## src/rtl/uart_tx_gen.sv

```systemverilog
// UART transmitter: parallel words are buffered in a small FIFO and sent as start/data/parity/stop frames.
// Latency: a word written at edge n into an empty, idle block puts its start bit on TX_OUT from edge n+2.
// Backpressure: DATA_READY is low while the FIFO is full; a word offered then is dropped.
//
// Ports:
//   CLK, RST        single rising-edge clock, asynchronous active-low reset
//   P_DATA          parallel word to send (DATA_WIDTH bits)
//   Data_Valid      write strobe for P_DATA, accepted when DATA_READY=1
//   DATA_READY      FIFO not full
//   PAR_EN/PAR_TYP  parity enable, parity type (0 even, 1 odd); sampled when a word is popped
//   STOP2           two stop bits when 1; sampled when a word is popped
//   TX_OUT          registered serial line, idle high
//   busy            frame in progress, aligned with the bits on TX_OUT
//   FIFO_COUNT      number of words buffered
module uart_tx_gen #(
  parameter int DATA_WIDTH   = 8,
  parameter int FIFO_DEPTH   = 4,
  parameter int CLKS_PER_BIT = 1
) (
  input  logic                          CLK,
  input  logic                          RST,
  input  logic [DATA_WIDTH-1:0]         P_DATA,
  input  logic                          Data_Valid,
  output logic                          DATA_READY,
  input  logic                          PAR_EN,
  input  logic                          PAR_TYP,
  input  logic                          STOP2,
  output logic                          TX_OUT,
  output logic                          busy,
  output logic [$clog2(FIFO_DEPTH):0]   FIFO_COUNT
);

  localparam int AW  = $clog2(FIFO_DEPTH);
  localparam int CW  = AW + 1;
  localparam int BCW = (CLKS_PER_BIT > 1) ? $clog2(CLKS_PER_BIT) : 1;
  localparam int IW  = $clog2(DATA_WIDTH);

  localparam logic [BCW-1:0] BIT_RELOAD = BCW'(CLKS_PER_BIT - 1);
  localparam logic [IW-1:0]  LAST_IDX   = IW'(DATA_WIDTH - 1);
  localparam logic [CW-1:0]  FULL_CNT   = CW'(FIFO_DEPTH);

  typedef enum logic [2:0] {
    S_IDLE,
    S_START,
    S_DATA,
    S_PARITY,
    S_STOP
  } state_t;

  // ---------------------------------------------------------------- FIFO
  logic [DATA_WIDTH-1:0] mem [FIFO_DEPTH];
  logic [AW-1:0]         wr_ptr;
  logic [AW-1:0]         rd_ptr;
  logic [CW-1:0]         count;
  logic                  wr_en;
  logic                  pop;
  logic [DATA_WIDTH-1:0] head;

  assign DATA_READY = (count != FULL_CNT);
  assign FIFO_COUNT = count;
  assign wr_en      = Data_Valid && DATA_READY;
  assign head       = mem[rd_ptr];

  // Storage needs no reset: validity is carried entirely by count and pointers.
  always_ff @(posedge CLK) begin
    if (wr_en) begin
      mem[wr_ptr] <= P_DATA;
    end
  end

  always_ff @(posedge CLK or negedge RST) begin
    if (!RST) begin
      wr_ptr <= '0;
      rd_ptr <= '0;
      count  <= '0;
    end else begin
      if (wr_en) begin
        wr_ptr <= wr_ptr + AW'(1);
      end
      if (pop) begin
        rd_ptr <= rd_ptr + AW'(1);
      end
      case ({wr_en, pop})
        2'b10:   count <= count + CW'(1);
        2'b01:   count <= count - CW'(1);
        default: count <= count;
      endcase
    end
  end

  // ---------------------------------------------------------------- FSM
  state_t                state;
  state_t                state_next;
  logic [BCW-1:0]        bit_cnt;
  logic                  bit_end;
  logic                  load_bit;
  logic                  shift;
  logic                  stop_next;
  logic                  tx_bit;
  logic [DATA_WIDTH-1:0] shreg;
  logic [IW-1:0]         data_idx;
  logic                  par_bit;
  logic                  par_en_q;
  logic                  stop2_q;
  logic                  second_stop;

  assign bit_end = (bit_cnt == '0);

  always_ff @(posedge CLK or negedge RST) begin
    if (!RST) begin
      state <= S_IDLE;
    end else begin
      state <= state_next;
    end
  end

  always_comb begin
    state_next = state;
    pop        = 1'b0;
    load_bit   = 1'b0;
    shift      = 1'b0;
    stop_next  = 1'b0;
    tx_bit     = 1'b1;
    case (state)
      S_IDLE: begin
        if (count != '0) begin
          pop        = 1'b1;
          load_bit   = 1'b1;
          state_next = S_START;
        end
      end
      S_START: begin
        tx_bit = 1'b0;
        if (bit_end) begin
          load_bit   = 1'b1;
          state_next = S_DATA;
        end
      end
      S_DATA: begin
        tx_bit = shreg[0];
        if (bit_end) begin
          load_bit = 1'b1;
          if (data_idx == LAST_IDX) begin
            state_next = par_en_q ? S_PARITY : S_STOP;
          end else begin
            shift = 1'b1;
          end
        end
      end
      S_PARITY: begin
        tx_bit = par_bit;
        if (bit_end) begin
          load_bit   = 1'b1;
          state_next = S_STOP;
        end
      end
      S_STOP: begin
        tx_bit = 1'b1;
        if (bit_end) begin
          if (stop2_q && !second_stop) begin
            load_bit  = 1'b1;
            stop_next = 1'b1;
          end else if (count != '0) begin
            // Chain straight into the next frame: no idle bit between frames.
            pop        = 1'b1;
            load_bit   = 1'b1;
            state_next = S_START;
          end else begin
            state_next = S_IDLE;
          end
        end
      end
      default: state_next = S_IDLE;
    endcase
  end

  // Frame datapath. Config is captured with the word so mid-frame input
  // changes only affect the next frame. TX_OUT and busy are registered from
  // the current state, so they trail the state register by one cycle.
  always_ff @(posedge CLK or negedge RST) begin
    if (!RST) begin
      bit_cnt     <= '0;
      shreg       <= '0;
      data_idx    <= '0;
      par_bit     <= 1'b0;
      par_en_q    <= 1'b0;
      stop2_q     <= 1'b0;
      second_stop <= 1'b0;
      TX_OUT      <= 1'b1;
      busy        <= 1'b0;
    end else begin
      if (load_bit) begin
        bit_cnt <= BIT_RELOAD;
      end else if (bit_cnt != '0) begin
        bit_cnt <= bit_cnt - BCW'(1);
      end

      if (pop) begin
        shreg       <= head;
        data_idx    <= '0;
        par_bit     <= (^head) ^ PAR_TYP;
        par_en_q    <= PAR_EN;
        stop2_q     <= STOP2;
        second_stop <= 1'b0;
      end else begin
        if (shift) begin
          shreg    <= shreg >> 1;
          data_idx <= data_idx + IW'(1);
        end
        if (stop_next) begin
          second_stop <= 1'b1;
        end
      end

      TX_OUT <= tx_bit;
      busy   <= (state != S_IDLE);
    end
  end

endmodule
```

## config.mk

```make
export PLATFORM = sky130hd
export DESIGN_NAME = uart_tx_gen
export DESIGN_NICKNAME = d
export VERILOG_FILES = /design/src/rtl/uart_tx_gen.sv
export SDC_FILE = /design/constraint.sdc
export NUM_CORES = 1
export LEC_CHECK = 0
export ABC_AREA = 1
export ABC_CLOCK_PERIOD_IN_PS = 1850
export CAP_MARGIN = 20
export CORE_MARGIN = 2
export CORE_UTILIZATION = 30
export CTS_CLUSTER_SIZE = 8
export DETAILED_ROUTE_END_ITERATION = 8
export PLACE_DENSITY = 0.54
export SETUP_SLACK_MARGIN = 0.3
export SLEW_MARGIN = 20
export SYNTH_ARGS = -nofsm -noshare
export SYNTH_HDL_FRONTEND = slang
export SYNTH_SLANG_ARGS = --single-unit
```

## constraint.sdc

```tcl
create_clock -name CLK -period 1.85 [get_ports CLK]
set_input_delay 0.2775 -clock CLK [delete_from_list [all_inputs] [get_ports CLK]]
set_output_delay 0.2775 -clock CLK [all_outputs]
set_load 0.02 [all_outputs]
```

* After elaboration in Yosys (flattened, before gate mapping)
Memories as Yosys holds them, arrays and structs flattened.
Index checks and enable logic that the tools add are counted.
** Storage, ports and cells
- Flip-flop bits (word level) :: 28
- Memory bits (writable) :: 32
- Output and inout port bits :: 6
- Memories kept :: 1
** Operators by class
- Add/subtract/negate cells :: 6
- Eq/ne operators :: 15
- Multiplexer cells :: 36
- Bitwise logic cells :: 1
- Reduce and logical (&&, ||, !) cells :: 12
** Memory list
- mem :: depth 4, width 8, rd ports 1, clocked after memory_dff 0, write ports 1, RTL line 51 : logic [DATA_WIDTH-1:0] mem [FIFO_DEPTH];
** Operator list (count)
- two-way mux 3 bit :: 10
- two-way mux 1 bit :: 19
- two-way mux 8 bit :: 2
- one-hot mux 3 bit (5 select lines) :: 1
- inequality test 2 bit, second input constant :: 7
- XOR reduction 8 bit :: 1
- AND reduction 7 bit :: 1
- adder 3 x 1 -> 3 bit, second input constant :: 2
- equality test 3 x 2 -> 1 bit, second input constant :: 2
- equality test 3 bit, second input constant :: 2
- one-hot mux 1 bit (3 select lines) :: 2
- one-hot mux 3 bit (2 select lines) :: 1
- nonzero test 2 bit :: 3
- nonzero test 3 bit :: 2
- adder 2 x 1 -> 2 bit, second input constant :: 2
- equality test 3 x 1 -> 1 bit, second input constant :: 1
- logical NOT 3 bit :: 1
- inequality test 3 bit, second input constant :: 1
- OR reduction 3 bit :: 1
- subtractor 3 x 1 -> 3 bit, second input constant :: 1
- equality test 2 x 1 -> 1 bit, second input constant :: 1
- equality test 2 bit, second input constant :: 1
- logical AND 1 bit :: 2
- one-hot mux 1 bit (2 select lines) :: 1
- other kinds (3) :: 3

* Logic depth before layout (Yosys ltp)
Gate-level depths: netlist (run 1).
- Word-level depth :: 7
- Depth in mapped cells :: 15
- Mapped depth without buffers :: 14

* Worst setup path after synthesis (run 1)
OpenSTA, ideal clock, no wires.
- Path type :: register to register
- Start :: reg count[1] (netlist: FIFO_COUNT[1])
- End :: reg count[2] (netlist: FIFO_COUNT[2])
- Arrival :: 1.984 ns
- Setup slack :: -0.265 ns
- Stages on the path, launching flop included :: 10
- Buffers on the path :: 0
- Period minus slack after synthesis :: 2.115 ns
- Path through :: dfrtp_1 nor3_1 nor2_2 nand2_2 inv_1 ha_1 fa_1 a21oi_1 o21ai_0 xnor2_1
** Between the ends
- Cells in the longest elaborated chain, start to end :: 7
- Elaborated cells on any way between the ends :: 13
- Classes of those cells :: 2 x add/sub; 3 x eq/ne; 5 x mux; 3 x reduce/logical
** RTL lines
- start: declaration :: RTL line 54 : logic [CW-1:0] count;
- start signal: assignment :: RTL line 84 : 2'b10: count <= count + CW'(1);
- start signal: assignment :: RTL line 85 : 2'b01: count <= count - CW'(1);
- start signal: assignment :: RTL line 86 : default: count <= count;
- nonzero test 3 bit :: RTL line 126, 163
- two-way mux 1 bit :: RTL line 126, 163
- two-way mux 1 bit :: RTL line 160 : if (stop2_q && !second_stop) begin
- two-way mux 1 bit :: RTL line 159 : if (bit_end) begin
- one-hot mux 1 bit (2 select lines) :: RTL line 124 : case (state)
- equality test 2 x 1 -> 1 bit / equality test 2 bit (equally long branches) :: RTL line 83 : case ({wr_en, pop})
- one-hot mux 3 bit (2 select lines) / nonzero test 2 bit (equally long branches)
Several ways; a longest one is shown, not always the timed one.
A chain may end at the register's enable or synchronous reset.

* Final worst setup path (run 1)
- Start :: reg state[1]
- End :: reg count[1] (netlist: FIFO_COUNT[1])
** Between the ends
- Cells in the longest elaborated chain, start to end :: 4
- Elaborated cells on any way between the ends :: 7
- Classes of those cells :: 3 x eq/ne; 2 x mux; 2 x reduce/logical
** RTL lines
- start: declaration :: RTL line 92 : state_t state;
- start signal: assignment :: RTL line 113 : state <= state_next;
- equality test 3 bit / logical NOT 3 bit (equally long branches) :: RTL line 124
- one-hot mux 1 bit (2 select lines) (*) :: RTL line 124
- equality test 2 x 1 -> 1 bit / equality test 2 bit (equally long branches) :: RTL line 83
- one-hot mux 3 bit (2 select lines) / nonzero test 2 bit (equally long branches)
Every way passes the cells marked *; elsewhere a longest branch is shown, timed or not.

==> results of run 1 <==
[area by class of cell]
cell class | instances | area, um^2 | area share [%]
flip-flops and latches | 59 | 1640 | 44.0
multi-input cells | 174 | 1130 | 30.2
repair buffers | 52 | 497 | 13.3
inverters | 36 | 156 | 4.19
clock buffers | 13 | 149 | 3.99
well taps | 111 | 139 | 3.72
clock inverters | 3 | 15.0 | 0.402
repair inverters | 1 | 5.00 | 0.134
[critical path, cell delays in order (launching register included)]
cell and delay, ns:
dfrtp_1 0.40, nor2_2 0.16, inv_2 0.07, nor2_4 0.11
nand2_4 0.07, inv_4 0.06, ha_4 0.12, fa_2 0.41
mux2_2 0.27
[layer usage]
metal / routed length, um / track usage (%) / vias up / part of all wire (%)
met5: 0 / 0 / - / 0
met1: 2510 / 14.1 / 946 / 46
met3: 180 / 3.27 / 9 / 3.3
met4: 95 / 5.27 / 0 / 1.7
li1: - / - / 1029 / -
met2: 2660 / 18.0 / 27 / 49
[final timing paths]
| check | from | end | cells past startpoint |
|---|---|---|---|
| max | state[1] | FIFO_COUNT[1] | 8 |
| min | RST | busy | 2 |
| max reg2reg | state[1] | FIFO_COUNT[1] | 8 |
| min reg2reg | par_bit | par_bit | 2 |
| max in group asynchronous | RST | rd_ptr[0] | 2 |
| min in group CLK | par_bit | par_bit | 2 |
[synth_stat cells (2+ instances only)]
| master | instances | area share (%) |
|---|---|---|
| edfxtp_1 | 32 | 35 |
| a221oi_1 | 5 | 1.6 |
| nand3_2 | 3 | 1.1 |
| a22oi_1 | 3 | 0.81 |
| o21ai_0 | 7 | 1.3 |
| inv_1 | 31 | 4.2 |
| nand2_1 | 78 | 11 |
| nor2_4 | 2 | 0.81 |
| a21oi_1 | 5 | 0.90 |
| o22ai_1 | 2 | 0.45 |
| inv_2 | 4 | 0.54 |
| buf_6 | 5 | 2.0 |
| dfrtp_1 | 26 | 23 |
| xnor2_1 | 3 | 0.94 |
| nor2_1 | 15 | 2.0 |
| xor2_1 | 4 | 1.3 |
| ha_1 | 7 | 3.1 |
| nand3_1 | 24 | 4.3 |
| nand2_2 | 7 | 1.6 |
[logic make-up after synthesis]
family / share of synthesized area (%)
simple gates: 21.3
flops: 58.8
buf+inv: 7.60
compound gates: 5.75
fa+ha+maj: 3.87
xor+xnor: 2.20
mux: 0.404
[registers in the layout, indices dropped and copies added, names as in the netlist, 2 cells and up]
register,count
mem,32
shreg,8
FIFO_COUNT,3
data_idx,3
state,3
rd_ptr,2
wr_ptr,2
[what timing repair did]
item	4_1_cts	5_1_grt
buffers inserted	5	9
endpoints found under the setup margin	13	28
cloned	1	0
gates resized for setup	17	56
pin swaps	4	9
[stage by stage]
step / worst slack, ns / power, mW / area [um^2]
5_1_grt: -0.0339 / 7.63 / 3730
2_1_floorplan: -0.0723 / 4.34 / 2810
6_report: 0.0620 / 7.03 / 3730
3_5_place_dp: 0.0316 / 5.19 / 3230
4_1_cts: 0.0685 / 6.36 / 3470
3_3_place_gp: 0.0628 / 5.14 / 3230
[power groups by stage]
stage	combinational (mW)	sequential, mW	clock, mW
global route	4.39	2.19	1.05
global placement	3.05	2.09	0
detailed placement	3.10	2.09	0
finish	3.92	2.14	0.975
floorplan	2.18	2.16	0
CTS	3.25	2.10	1.00
==> results.toml, run 1 <==
[critical_path]
startpoint_type = "register"
rrSetupSlack_ns = 0.06
cp.required_ns = 2.06
cp_max_fo = 3
crit_path_end_kind = "register"
worstSetupPathType = "register to register"
arrival_ns = 2.00

[synthesis]
yosysUniqueCellTypes = 31
synthCells = 275
ys_seq_elements = 59
synth_area_mm2 = 0.00278
yosys_most_used_dff = "edfxtp_1"
synth_edf_count = 32
yosysWarnings = 0
syn_area_per_cell_um2 = 10.1
ys_seq_area_share_pct = 58.8
async_flop_share_pct = 45.8
synth_nets = 297

[pwr]
clkPwrFrac_pct = 13.9
swShare_pct = 41.1
p_seq_share_pct = 30.4
p_int_mw = 4.14
p_comb_share_pct = 55.8
powerDensity_mw_per_mm2 = 1880
ir_worst_vdd_mv = 0.502
p_leak_nw = 1.65
power_switching_mw = 2.89

[final_layout]
finish.utilization_pct = 41.0
mostFrequentLayoutCell = "nand2_1"
layout.nets = 355
final_cells = 449
antenna_cells = 0
layout_common_cells = "nand2_1, edfxtp_1, inv_1"
area_growth_pct = 34.1
drive_above_1_share_pct = 34.6
n_fill_cell = 900

[die]
row_count = 35
die_area_mm2 = 0.0101
die_h_um = 100
floorplan.initialDensity_pct = 30.6
core_area_mm2 = 0.00911
die_x_um = 100
ios = 20

[routing]
drt_iter0_markers = 95
drt-total-wl_mm = 5.44
vias_per_cell = 4.48
vias = 2011
drt-wirelength-per-cell_um = 12.1
drc = 0
ant_nets = 0
first_pass_iters = 4

[timing]
fin_crit_ns = 1.79
period_share_pct = 96.6
fmax_mhz = 559
setup_tns_ns = 0
worst_slew_pin_slew_ns = 0.359
max-slew-margin-rel_pct = 76.0
slew_viol_final = 0
rsz0062_at_grt = "true"
hold_violations = 0
whs_ns = 0.312
fin_skew_ns = 0.00933
setup-violations-final = 0

[grt]
grt_max_degree = 28
antenna_found_initial = 0
grt_pass1_wl_mm = 8.67
gr-usage-all-layers_pct = 11.3
grt_pass1_vias = 1913
overflow = 0

[clock_network]
clk_pin_slew_ns = 0.07
hold_buffers = 0
cts_sinks = 59
root_buffer = "clkbuf_8"
cts_made_buffers = 9
cts_tree = "built"
worstSkewPairLatency_ns = 0.34
clockBufferDepth = 2
h-tree-depth = 3

[placement]
place_congestion = 0.778
placed_cells = 418
dp_hpwl_mm = 3.67
port_buffers = 19

[min_path]
hold_path_class = "input port to asynchronous set/reset pin"

[outcome]
outcome = "completed"

[flow_run]
cap_viol_max_count = 0
Power figures use the tool's default switching activity.
==> run 2, diff against run 1 <==
SETUP_SLACK_MARGIN = 0.5   (was 0.3)
==> results.toml, run 2 (synthesis gave the netlist of run 1 again) <==
[outcome]
outcome = "complete, but fails checks"
violations = "negative setup slack"

[pwr]
swShare_pct = 39.6
power_switching_mw = 3.16
p_int_mw = 4.82
powerDensity_mw_per_mm2 = 1980
p_total_mw = 7.98
clkPwrFrac_pct = 16.2
ir_worst_vdd_mv = 0.661
p_comb_share_pct = 56.8
p_leak_nw = 1.78
p_seq_share_pct = 27.0

[routing]
vias = 2078
vias_per_cell = 4.48
ant_nets = 0
drt_iter0_markers = 72
first_pass_iters = 4
drt-wirelength-per-cell_um = 13.2
drt-total-wl_mm = 6.10
drc = 0

[placement]
dp_hpwl_mm = 3.70
place_congestion = 0.748
placed_cells = 416
port_buffers = 19

[die]
die_h_um = 100
row_count = 35
floorplan.initialDensity_pct = 30.6
die_area_mm2 = 0.0101
die_x_um = 100
ios = 20
core_area_mm2 = 0.00911

[final_layout]
multi_input_area_mm2 = 0.00118
layout_common_cells = "nand2_1, edfxtp_1, buf_4"
n_fill_cell = 856
regMostFlops = "mem"
layout.nets = 370
mostFrequentLayoutCell = "nand2_1"
final_cells = 464
seq_area_mm2 = 0.00164
antenna_cells = 0
area_growth_pct = 44.6
drive_above_1_share_pct = 39.1
reg_top3 = "mem (32), shreg (8)"
largest_register_ff_count = 32

[flow_run]
cap_viol_max_count = 0

[timing]
fin_crit_ns = 1.85
hold_violations = 0
fin_skew_ns = 0.0195
worst_slew_pin_slew_ns = 0.352
max-slew-margin-rel_pct = 76.5
setup-violations-final = 1
fmax_mhz = 540
whs_ns = 0.298
rsz0062_at_grt = "true"
setup_ws_ns = -0.00198
period_share_pct = 100
slew_viol_final = 0

[grt]
gr-usage-all-layers_pct = 12.4
grt_pass1_vias = 1990
antenna_found_initial = 0
grt_max_degree = 28
grt_pass1_wl_mm = 9.60
overflow = 0

[critical_path]
worstRegToRegCells = 9
crit_path_end_kind = "register"
worstSetupPathType = "register to register"
rrSetupSlack_ns = -0.002
arrival_ns = 2.11
cp.required_ns = 2.11
cp_max_fo = 2
startpoint_type = "register"

[min_path]
hold_path_class = "input port to asynchronous set/reset pin"

[clock_network]
root_buffer = "clkbuf_8"
cts_sinks = 59
h-tree-depth = 3
worstSkewPairLatency_ns = 0.34
clk_pin_slew_ns = 0.08
cts_made_buffers = 9
clockBufferDepth = 2
cts_tree = "built"
==> run 2: cell types whose count changed in the layout (fill, tap and decap cells not counted), sizes merged <==
cell and delta:
clkdlybuf4s50 -1, dlymetal6s2s -1, dlygate4sd2 -2, bufinv +1, inv +1, clkinvlp -1
clkbuf +1, clkinv -2, buf +19
==> run 2: layer usage <==
metal / share of wire (%) / routed length, um / up-vias / global-route usage [%]
met2: 49 / 2980 / 24 / 19.6
met4: 1.8 / 110 / 0 / 4.43
met1: 47 / 2870 / 992 / 16.4
met3: 2.4 / 145 / 11 / 3.34
met5: 0 / 0 / - / 0
li1: - / - / 1051 / -
==> run 2: power groups by stage <==
stage               Sequential [mW]  Combinational [mW]  Clock, mW
floorplan                      2.19                2.35          0
global placement               2.14                3.15          0
detailed placement             2.15                3.20          0
CTS                            2.14                3.94       1.33
global route                   2.20                4.98       1.38
finish                         2.15                4.53       1.29
==> run 2: through the flow <==
stage	setup slack (ns)	utilization (%)	instance area, um^2	setup TNS [ns]
2_1_floorplan	-0.0723	-	2890	-0.140
3_3_place_gp	0.0523	36.1	3290	0
3_5_place_dp	0.0273	36.1	3290	0
4_1_cts	0.0901	41.7	3800	0
5_1_grt	-0.0434	44.2	4030	-0.0434
6_report	-0.00198	44.2	4030	-0.00198
==> run 2: layout make-up <==
class                   count  share of cell area [%]
flip-flops and latches     59                    40.8
multi-input cells         174                    29.3
repair buffers             68                    17.0
clock buffers              13                    4.47
inverters                  36                    3.95
well taps                 111                    3.45
clock inverters             3                    1.03
==> run 2: worst max-delay path, stage by stage (launching register included) <==
cell	delay, ns
dfrtp_2	0.43
nor3_4	0.23
nor2_4	0.07
nand2_4	0.07
inv_4	0.04
ha_4	0.15
fa_2	0.35
a21oi_2	0.14
o21ai_1	0.09
xnor2_1	0.17
==> run 2: timing repair <==
action | CTS | global route
pin swaps | 14 | 14
cloned | 0 | 1
hold buffers | 0 | 0
endpoints found under the setup margin | 52 | 59
gates resized for setup | 52 | 47
setup buffers | 24 | 7
==> run 2: path summary, 6_finish.rpt <==
| check | startpoint | to |
|---|---|---|
| max in group asynchronous | RST | TX_OUT |
| setup / recovery | FIFO_COUNT[0] | FIFO_COUNT[2] |
| setup reg to reg | FIFO_COUNT[0] | FIFO_COUNT[2] |
| min in group CLK | STOP2 | stop2_q |
| hold reg to reg | par_bit | par_bit |
| hold / removal | RST | FIFO_COUNT[2] |
